## src/rtl/hazard_ctrl.sv

```systemverilog
// Hazard/forwarding controller for the five-stage MIPS pipeline: shadow pipeline
// of destination/Tnew per stage, RAW stall detection, forward selects, mult/div busy.
module hazard_ctrl #(
  parameter int unsigned MULT_CYC = 5,
  parameter int unsigned DIV_CYC  = 10,
  parameter bit          WD_FWD   = 1'b0
) (
  input  logic       clk,
  input  logic       reset,
  input  logic [4:0] rs_D,
  input  logic [4:0] rt_D,
  input  logic       use_rs_D,
  input  logic       use_rt_D,
  input  logic [1:0] Tuse_rs_D,
  input  logic [1:0] Tuse_rt_D,
  input  logic [4:0] dst_D,
  input  logic [1:0] Tnew_D,
  input  logic [1:0] md_D,
  output logic       stall,
  output logic [1:0] ForwardRSD,
  output logic [1:0] ForwardRTD,
  output logic [1:0] ForwardRSE,
  output logic [1:0] ForwardRTE,
  output logic       md_busy
);

  localparam int unsigned MAX_CYC = (MULT_CYC > DIV_CYC) ? MULT_CYC : DIV_CYC;
  localparam int unsigned CW_RAW  = $clog2(MAX_CYC + 1);
  localparam int unsigned CW      = (CW_RAW < 4) ? 4 : CW_RAW;

  typedef enum logic [1:0] {
    MD_NONE = 2'b00,
    MD_MULT = 2'b01,
    MD_DIV  = 2'b10,
    MD_HILO = 2'b11
  } md_e;

  typedef struct packed {
    logic [4:0] rs;
    logic [4:0] rt;
    logic [4:0] dst;
    logic [1:0] tnew;
  } ent_e_t;

  typedef struct packed {
    logic [4:0] dst;
    logic [1:0] tnew;
  } ent_m_t;

  // W and WD only ever forward, so their Tnew is never consulted and is not kept.
  ent_e_t        e_q;
  ent_m_t        m_q;
  logic [4:0]    w_dst_q;
  logic [4:0]    wd_dst_q;
  logic [CW-1:0] cnt_q, cnt_d;

  md_e  md;
  logic stall_rs, stall_rt, stall_md;

  function automatic logic [1:0] dec_sat(input logic [1:0] t);
    return (t == 2'b00) ? 2'b00 : t - 2'b01;
  endfunction

  // The youngest in-flight writer of the register decides; older ones are shadowed.
  function automatic logic raw_stall(input logic use_r, input logic [4:0] r,
                                     input logic [1:0] tuse, input ent_e_t e,
                                     input ent_m_t m);
    if (!use_r || r == 5'd0) return 1'b0;
    if (e.dst == r)          return e.tnew > tuse;
    if (m.dst == r)          return m.tnew > tuse;
    return 1'b0;
  endfunction

  function automatic logic [1:0] fwd_sel(input logic [4:0] r, input logic [4:0] dm,
                                         input logic [1:0] tm, input logic [4:0] dw,
                                         input logic [4:0] dwd, input logic use_wd);
    if (r == 5'd0)           return 2'b00;
    if (dm == r)             return (tm == 2'b00) ? 2'b01 : 2'b00;
    if (dw == r)             return 2'b10;
    if (use_wd && dwd == r)  return 2'b11;
    return 2'b00;
  endfunction

  assign md       = md_e'(md_D);
  assign md_busy  = (cnt_q != '0);
  assign stall_rs = raw_stall(use_rs_D, rs_D, Tuse_rs_D, e_q, m_q);
  assign stall_rt = raw_stall(use_rt_D, rt_D, Tuse_rt_D, e_q, m_q);
  assign stall_md = (md != MD_NONE) && md_busy;
  assign stall    = stall_rs | stall_rt | stall_md;

  assign ForwardRSD = fwd_sel(rs_D, m_q.dst, m_q.tnew, w_dst_q, wd_dst_q, WD_FWD);
  assign ForwardRTD = fwd_sel(rt_D, m_q.dst, m_q.tnew, w_dst_q, wd_dst_q, WD_FWD);
  assign ForwardRSE = fwd_sel(e_q.rs, m_q.dst, m_q.tnew, w_dst_q, wd_dst_q, 1'b0);
  assign ForwardRTE = fwd_sel(e_q.rt, m_q.dst, m_q.tnew, w_dst_q, wd_dst_q, 1'b0);

  always_comb begin
    cnt_d = cnt_q;
    if (!stall && md == MD_MULT)     cnt_d = CW'(MULT_CYC);
    else if (!stall && md == MD_DIV) cnt_d = CW'(DIV_CYC);
    else if (cnt_q != '0)            cnt_d = cnt_q - CW'(1);
  end

  always_ff @(posedge clk or negedge reset) begin
    if (!reset) begin
      e_q      <= '0;
      m_q      <= '0;
      w_dst_q  <= '0;
      wd_dst_q <= '0;
      cnt_q    <= '0;
    end else begin
      e_q      <= stall ? '0 : {rs_D, rt_D, dst_D, Tnew_D};
      m_q      <= '{dst: e_q.dst, tnew: dec_sat(e_q.tnew)};
      w_dst_q  <= m_q.dst;
      wd_dst_q <= w_dst_q;
      cnt_q    <= cnt_d;
    end
  end

endmodule
```

## config.mk

```make
export PLATFORM = sky130hd
export DESIGN_NAME = hazard_ctrl
export DESIGN_NICKNAME = d
export VERILOG_FILES = /design/src/rtl/hazard_ctrl.sv
export SDC_FILE = /design/constraint.sdc
export NUM_CORES = 1
export LEC_CHECK = 0
export ABC_AREA = 1
export CORE_UTILIZATION = 40
export CTS_CLUSTER_DIAMETER = 50
export DETAILED_ROUTE_END_ITERATION = 16
export MAX_ROUTING_LAYER = met4
export SKIP_LAST_GASP = 1
export SYNTH_ARGS = -nofsm -noshare
export SYNTH_HDL_FRONTEND = slang
export SYNTH_SLANG_ARGS = --single-unit
```

## constraint.sdc

```tcl
create_clock -name clk -period 2.1 [get_ports clk]
set_input_delay 0.21 -clock clk [delete_from_list [all_inputs] [get_ports clk]]
set_output_delay 0.21 -clock clk [all_outputs]
set_load 0.005 [all_outputs]
```

Word level (Yosys, flattened, before mapping)

Index checks and enable logic that the tools add are counted.

Mux-type cells: 76
Magnitude comparators: 4
Multiply operators: 0
Bitwise gates (word level): 2
Shift-type cells: 0
Divide/modulo/power cells: 0
Reductions and logical operators: 17
Add/subtract/negate cells: 2
Equality and inequality tests: 12

Operators with widths:

| operator            | number |
|---|---|
| $eq 5x5->1          | 10 |
| $mux 2              | 25 |
| $mux 1              | 47 |
| $logic_not 5->1     | 4 |
| $mux 17             | 1 |
| $mux 4              | 3 |
| $gt 2x2->1          | 4 |
| $logic_not 2->1     | 2 |
| $reduce_bool 4->1   | 1 |
| $sub 4x1->4 const B | 1 |
| $logic_and 1x1->1   | 3 |
| $logic_not 1->1     | 3 |
| $reduce_bool 3->1   | 1 |
| $eq 2x1->1 const B  | 1 |
| $eq 2x2->1 const B  | 1 |
| $logic_or 1x1->1    | 2 |
| $or 1x1->1          | 2 |
| $reduce_bool 2->1   | 1 |
| $sub 2x1->2 const B | 1 |

Memories: 0
Bits in writable memories: 0
ROM bits: 0
Input port bits: 27
Latch bits: 0
Register bits: 33
Output and inout port bits: 10

Logic depth before layout (Yosys ltp)

Gate-level depths: netlist of the first run.

Depth after elaboration: 15
Gate-level depth with buffers: 13
Mapped depth without buffers: 12

Least setup slack after synthesis of the first run

Ideal clock, no wire load.

Kind: reg2reg
Start point: reg cnt_q[0]
End point: reg cnt_q[1]
Buffers on the path: 1
Path slack: 0.555 ns
Arrival time: 1.421 ns
Data required time: 1.976 ns
Library setup time: 0.124 ns
Clock period less this slack: 1.545 ns
Stages on the path, launching flop included: 11
Cell sequence: dfrtp_1 inv_1 ha_1 nand2_1 nor2_1 inv_1 o21ai_1 nand3_2 buf_6 nor2_4 a21oi_2

Word-level cells in the longest chain between the ends: 7

Ends and longest elaborated chain:

| what                   | line   | source |
|---|---|---|
| from (decl)            | 55     | `logic [CW-1:0] cnt_q, cnt_d;` |
| from (signal assigned) | 115    | `cnt_q <= cnt_d;` |
| $reduce_bool 4->1 (*)  | 85     | `assign md_busy = (cnt_q != '0);` |
| via md_busy            | 24     | `output logic md_busy` |
| $logic_and 1x1->1      | 88     | `assign stall_md = (md != MD_NONE) && md_busy;` |
| $or 1x1->1             | 89     | `assign stall = stall_rs \| stall_rt \| stall_md;` |
| $logic_not 1->1        | 98, 99 |  |
| $logic_and 1x1->1      | 99     | `else if (!stall && md == MD_DIV) cnt_d = CW'(DIV_CYC);` |
| $mux 4                 | 99     |  |
| $mux 4                 | 98     | `if (!stall && md == MD_MULT) cnt_d = CW'(MULT_CYC);` |

Mark *: on every way through the listed nets, which the timed path passes. The rest lies on a longest branch. The select of a mux whose other input is x is not followed.
A chain may end at the register's enable or synchronous reset.

Worst setup path after layout of the first run

Start point: reg e_q[13] in the netlist's numbering
End point: out ForwardRSE[1]

Word-level cells in the longest chain between the ends: 7

Ends and longest elaborated chain:

| what                   | line | source |
|---|---|---|
| from (decl)            | 51   | `ent_e_t e_q;` |
| from (signal assigned) | 111  | `e_q <= stall ? '0 : {rs_D, rt_D, dst_D, Tnew_D};` |
| $eq 5x5->1             | 79   | `if (dw == r) return 2'b10;` |
| $mux 1 (2 in a row)    | 79   |  |
| $mux 1                 | 78   | `if (dm == r) return (tm == 2'b00) ? 2'b01 : 2'b00;` |
| $mux 2                 | 80   | `if (use_wd && dwd == r) return 2'b11;` |
| $mux 2                 | 79   |  |
| $mux 2 (*)             | 78   |  |
| to (decl)              | 22   | `output logic [1:0] ForwardRSE,` |

Mark *: on every way between the ends. The rest lies on a longest branch, timed or not. The select of a mux whose other input is x is not followed.

==> qor.txt, run 1 <==
Outcome = complete, no violations
Io pins = 37
Seq cells post-synth = 33
Via density = 4.62
Initial drt markers = 89
Vias in the first global route = 1892
CP Capture Type = output pin
Final hold violations = 0
Cell area power density = 759 nW/um^2
YS warnings = 0
Core area = 5070 um^2
Syn_area_per_cell = 7.70 um^2
Synth-to-Final Area Change = 40.6%
Flop2flop setup slack = 0.30 ns
1st-pass router iterations = 4
Leakage = 1.54 nW
Vias = 1926
Initial core utilization = 41.4%
Actual slew at the worst max-slew pin = 0.448 ns
Clk slew on worst S/H paths = 0.07 ns
NumNets Final = 384
Layout cells sized above 1 = 22.8%
Peak VDD IR = 530 uV
Cell Area, Synth = 2100 um^2
Setup Viol. Count Final = 0
Root buf cell = clkbuf_8
Port Buf Inserts = 36
Worst R2R Path Depth = 12
Cell variety after synth = 24
Die width = 74.5 um
Overall routing resource usage = 22.8%
Period minus WS final = 2.04 ns
Rel. slew slack = 70.1%
Mapped Nets = 310
Cts bufs inserted = 5
Final Max Slew Viols = 0
Post-Route Utilization = 58.2%
Full die area = 5550 um^2
F_max = 490 MHz
Detail Placement HPWL = 3880 um
DRC errors left = 0
Maximum clock path buffer count = 2
Reg-to-Reg Start = m_q[3]
ANT nets after route = 0
Clock Skews = 0.00509 ns
Period utilisation layout = 97.2%
Flip-flop and latch area = 837 um^2
Rows = 26
Worst setup SP type = flop
Clock sinks = 33
WP data required = 1.89 ns
Mapped Cells = 273
Largest net degree at the start of global routing = 34
GP Congestion = 0.840
Worst-Skew Late Latency = 0.28 ns
Setup CP Type = flop to output pin
Peak fanout along the critical path = 4
Arrival time at the worst endpoint = 1.83 ns
Share of the synthesized area in the top cell type = 39.3%
Die height = 74.5 um
Fillers = 486
# diodes = 0
DP Worst Slack = -0.196 ns
CTS tree = yes
Multi-input gate area = 1130 um^2
Critical path origin = e_q[13]
Reg2reg end = cnt_q[0]
Worst Hold Class = input pin to async pin
Final wirelength = 5420 um
WL/cell = 13.0 um
Setup slack after layout = 0.0578 ns
Synth area leaders = dfrtp_1 39%, nand2_1 10%, xnor2_1 8.3%
Global route total overflow = 0
MaxCap Viol Count = 0
Area leader, netlist = dfrtp_1
Initial antenna violation count = 0
First-pass GRT wire length = 8990 um
Number of H-tree levels = 2
Seq/Total Area, Yosys = 39.3%
metrics by stage:
step           cells  hold WS, ns  setup TNS, ns  power, mW  cell area, um^2
2_1_floorplan    273      -0.0856              0       1.38             2100
3_3_place_gp     401        0.424         -0.706       1.69             2720
3_5_place_dp     401        0.427         -0.688       1.70             2720
4_1_cts          412        0.338        -0.0483       2.23             2890
5_1_grt          417        0.369        -0.0137       2.41             2960
6_report         417        0.326              0       2.24             2960
logic make-up (layout without fill, tap and decap cells):
kind of cell	Yosys count	in the layout	synth area share (%)
flip-flops	33	33	39.3
adder cells (fa/ha/maj)	10	10	5.95
buffers and inverters	54	128	10.1
XOR/XNOR	34	34	14.2
AND/OR/NAND/NOR	126	126	26.3
AO/OA/AOI/OAI	16	16	4.23
power by group:
group | internal (mW) | total, mW | switching, mW
Sequential | 0.754 | 0.882 | 0.129
Combinational | 0.443 | 0.875 | 0.432
Clock | 0.260 | 0.486 | 0.226
state kept, by name, summed over array words and instances (netlist names):
signal and count:
cnt_q 4, e_q 17, m_q 7, w_dst_q 5
critical path, cell delays in order, from the launching register on:
cell             delay, ns
dfrtp_1               0.41
xor2_1                0.17
nor4_1                0.27
nand3_1               0.10
nor2_1                0.10
clkdlybuf4s50_1       0.50
what timing repair did:
item / 4_1_cts / 5_1_grt
hold buffers: 0 / 0
endpoints found under the setup margin: 8 / 5
pin swaps: 3 / 1
resized for setup: 28 / 10
setup buffers: 4 / 5
layout make-up:
cell class / count / share of cell area [%]
timing repair buffer: 71 / 21.0
inverter: 50 / 6.35
multi-input combinational: 186 / 38.4
tap: 70 / 2.96
clock buffer: 7 / 2.92
sequential: 33 / 28.3
Yosys cell counts:
master	number
xnor2_1	20
nor2_4	1
o22ai_1	4
buf_2	2
nand3_1	10
ha_1	10
xor2_1	14
o21ai_0	3
nor3b_1	4
buf_6	1
nand2_1	56
nor3_1	6
or2_2	1
nand3_2	1
inv_1	39
inv_2	11
o21ai_1	2
a21oi_2	1
dfrtp_1	33
nor2_1	36
nand4_1	6
nor4_1	5
clkbuf_1	1
a21oi_1	6
layout by cell type (no fill, tap or decap), drive strengths merged, types with 11 or more instances in the layout:
master and instances:
clkdlybuf4s50 22, dfrtp 33, buf 35, nand3 11, nor2 37, dlygate4sd2 11, xor2 14, inv 50
nand2 56, xnor2 20
worst max path at each step:
stage          slack (ns)  depth (start not counted)            end
6_report             0.06                          5  ForwardRSE[1]
5_1_grt             -0.01                          5  ForwardRSE[1]
4_1_cts             -0.05                          6  ForwardRTE[1]
3_5_place_dp        -0.20                         10          stall
3_3_place_gp        -0.20                         10          stall
2_1_floorplan        0.55                         10       cnt_q[1]
routing by layer:
layer / global-route usage [%] / routed length [um]
met4: 7.55 / 64
met2: 37.6 / 2750
met1: 27.9 / 2370
met3: 4.34 / 236
met5: - / 0
Note: power is estimated with default switching activity, not from simulation.
==> run 2: changes to the inputs <==
- CORE_UTILIZATION: 40 -> 37
==> run 2 against run 1 <==
Net effect:
- the flow now finishes with violations (negative setup slack)
- combinational power is 2% lower
- global-route usage is 2.4 points lower
- sequential power is 0.7% lower
- via count is 0.57% lower
- wire length is 2.5% lower
- sequential share of layout area is 0.073 points lower
- largest cell class unchanged
==> qor.txt, run 2 (synthesis results as in run 1) <==
Port Buf Inserts = 36
# diodes = 0
CTS tree = yes
Sw Share = 34.9%
Vias = 1915
CP Capture Type = output pin
Placed cell area = 2730 um^2
Peak VDD IR = 499 uV
Flip-flop and latch area = 835 um^2
Core area = 5510 um^2
Max reg flops = 17
Overall routing resource usage = 20.4%
Initial antenna violation count = 0
ANT nets after route = 0
Clock sinks = 33
Via density = 4.56
1st-pass router iterations = 4
Worst setup SP type = input pin
Clock Skews = 0.00617 ns
Root buf cell = clkbuf_8
Final Instance Area = 2950 um^2
CP cell instances = clkdlybuf4s50_1, xnor2_1, nand3_1, nor2_2, inv_1, nand4_1, nor4_2, clkdlybuf4s50_1
Worst path most repeated cell = clkdlybuf4s50_1
Peak fanout along the critical path = 5
Slowest stage delay, CP = 0.54 ns
Critical path origin = rt_D[2]
Final hold violations = 0
Failing checks = negative setup slack
Period minus WS final = 2.15 ns
WL/cell = 12.6 um
Internal power = 1.44 mW
Hold slack = 0.315 ns
Clk pwr share = 21.9%
Setup slack after layout = -0.0541 ns
Setup CP Type = input pin to output pin
CP max-delay cell = clkdlybuf4s50_1
Initial drt markers = 80
Buf/Inv on CP = 3
Final Max Slew Viols = 0
Rows = 27
Leakage = 1.54 nW
Most frequent cells in the layout = 55 x nand2_1, 39 x inv_1, 36 x buf_4, 35 x nor2_1, 26 x dfrtp_1
Clk slew on worst S/H paths = 0.06 ns
Final wirelength = 5280 um
First-pass GRT wire length = 9050 um
Layout cells sized above 1 = 21.8%
Hold path start = rs_D[4]
MaxCap Viol Count = 0
Period utilisation layout = 103%
Multi-input gate area = 1130 um^2
Io pins = 37
Arrival time at the worst endpoint = 1.94 ns
Die height = 77.4 um
Reg-to-Reg Start = m_q[1]
DRC errors left = 0
Initial core utilization = 38.2%
Family with the most delay on the worst path = buffers and inverters
Largest net degree at the start of global routing = 34
Most common cell after layout, fill and taps aside = nand2_1
Outcome = finished with violations
Die width = 77.4 um
Rel. slew slack = 71.0%
Detail Placement HPWL = 3970 um
Full die area = 5990 um^2
Seq pwr share = 39.5%
Global route total overflow = 0
Logic pwr share = 38.6%
GP Congestion = 0.932
NumNets Final = 385
Switching power = 0.774 mW
WP data required = 1.89 ns
Setup Viol. Count Final = 1
Tot Pwr = 2.22 mW
Maximum clock path buffer count = 2
Synth-to-Final Area Change = 40.5%
Cell area power density = 751 nW/um^2
Fillers = 561
Vias in the first global route = 1965
Biggest regs = e_q: 17 flops, m_q: 7 flops, w_dst_q: 5 flops
Number of H-tree levels = 2
Post-Route Utilization = 53.6%
Cts bufs inserted = 5
Worst Hold Class = input pin to flop
Worst-Skew Late Latency = 0.29 ns
F_max = 464 MHz
Largest register by flop count = e_q
RSZ-0062 raised after global routing = yes
Actual slew at the worst max-slew pin = 0.434 ns
## run 2: power by group through the flow
stage	combinational (mW)	clock, mW	sequential [mW]
6_report	0.856	0.486	0.876
3_3_place_gp	0.783	0	0.894
2_1_floorplan	0.531	0	0.849
5_1_grt	0.984	0.532	0.893
4_1_cts	0.850	0.507	0.878
3_5_place_dp	0.801	0	0.896
## run 2: final timing paths
kind / slack (ns) / depth (start not counted) / end
worst max-delay path: -0.05 / 8 / ForwardRTD[1]
worst min-delay path: 0.31 / 3 / e_q[16]
worst max register to register: 0.31 / 11 / cnt_q[0]
worst min register to register: 0.44 / 0 / m_q[3]
max in group asynchronous: 1.44 / 2 / w_dst_q[3]
min in group asynchronous: 0.32 / 2 / cnt_q[1]
## run 2: layout make-up
type                    instances  share of cell area (%)
inverters                      50                    6.35
multi-input cells             186                    38.2
flip-flops and latches         33                    28.3
well taps                      72                    3.05
clock buffers                   7                    2.92
repair buffers                 72                    21.2
## run 2: per-layer routing
metal / wire (um) / track usage [%] / share of wire (%) / vias to the layer above
met5: 0 / - / 0 / -
li1: - / - / - / 995
met1: 2360 / 24.3 / 45 / 856
met4: 169 / 9.06 / 3.2 / 0
met3: 241 / 4.00 / 4.6 / 12
met2: 2510 / 33.5 / 48 / 52
## run 2: what timing repair did
action	CTS	global route
cloned	0	0
buffers inserted	8	1
gates resized for setup	24	10
endpoints found under the setup margin	8	7
pin swaps	5	6
hold endpoints to repair	0	0
hold buffers	0	0
## run 2: worst reg2reg max path, stage by stage, from the launching register on
cell     delay (ns)
dfrtp_1        0.43
ha_1           0.31
inv_1          0.04
nor2_1         0.08
o21ai_1        0.08
o21ai_1        0.14
nand2_1        0.10
nand3_2        0.10
buf_4          0.27
nor2_4         0.06
inv_2          0.04
nand2_1        0.03
## run 2: metrics by stage
step	std cells	setup slack [ns]	setup TNS [ns]
global placement	404	-0.182	-0.632
detailed placement	404	-0.187	-0.730
CTS	419	-0.130	-0.200
finish	420	-0.0541	-0.0541
floorplan	273	0.555	0
global route	420	-0.170	-0.315
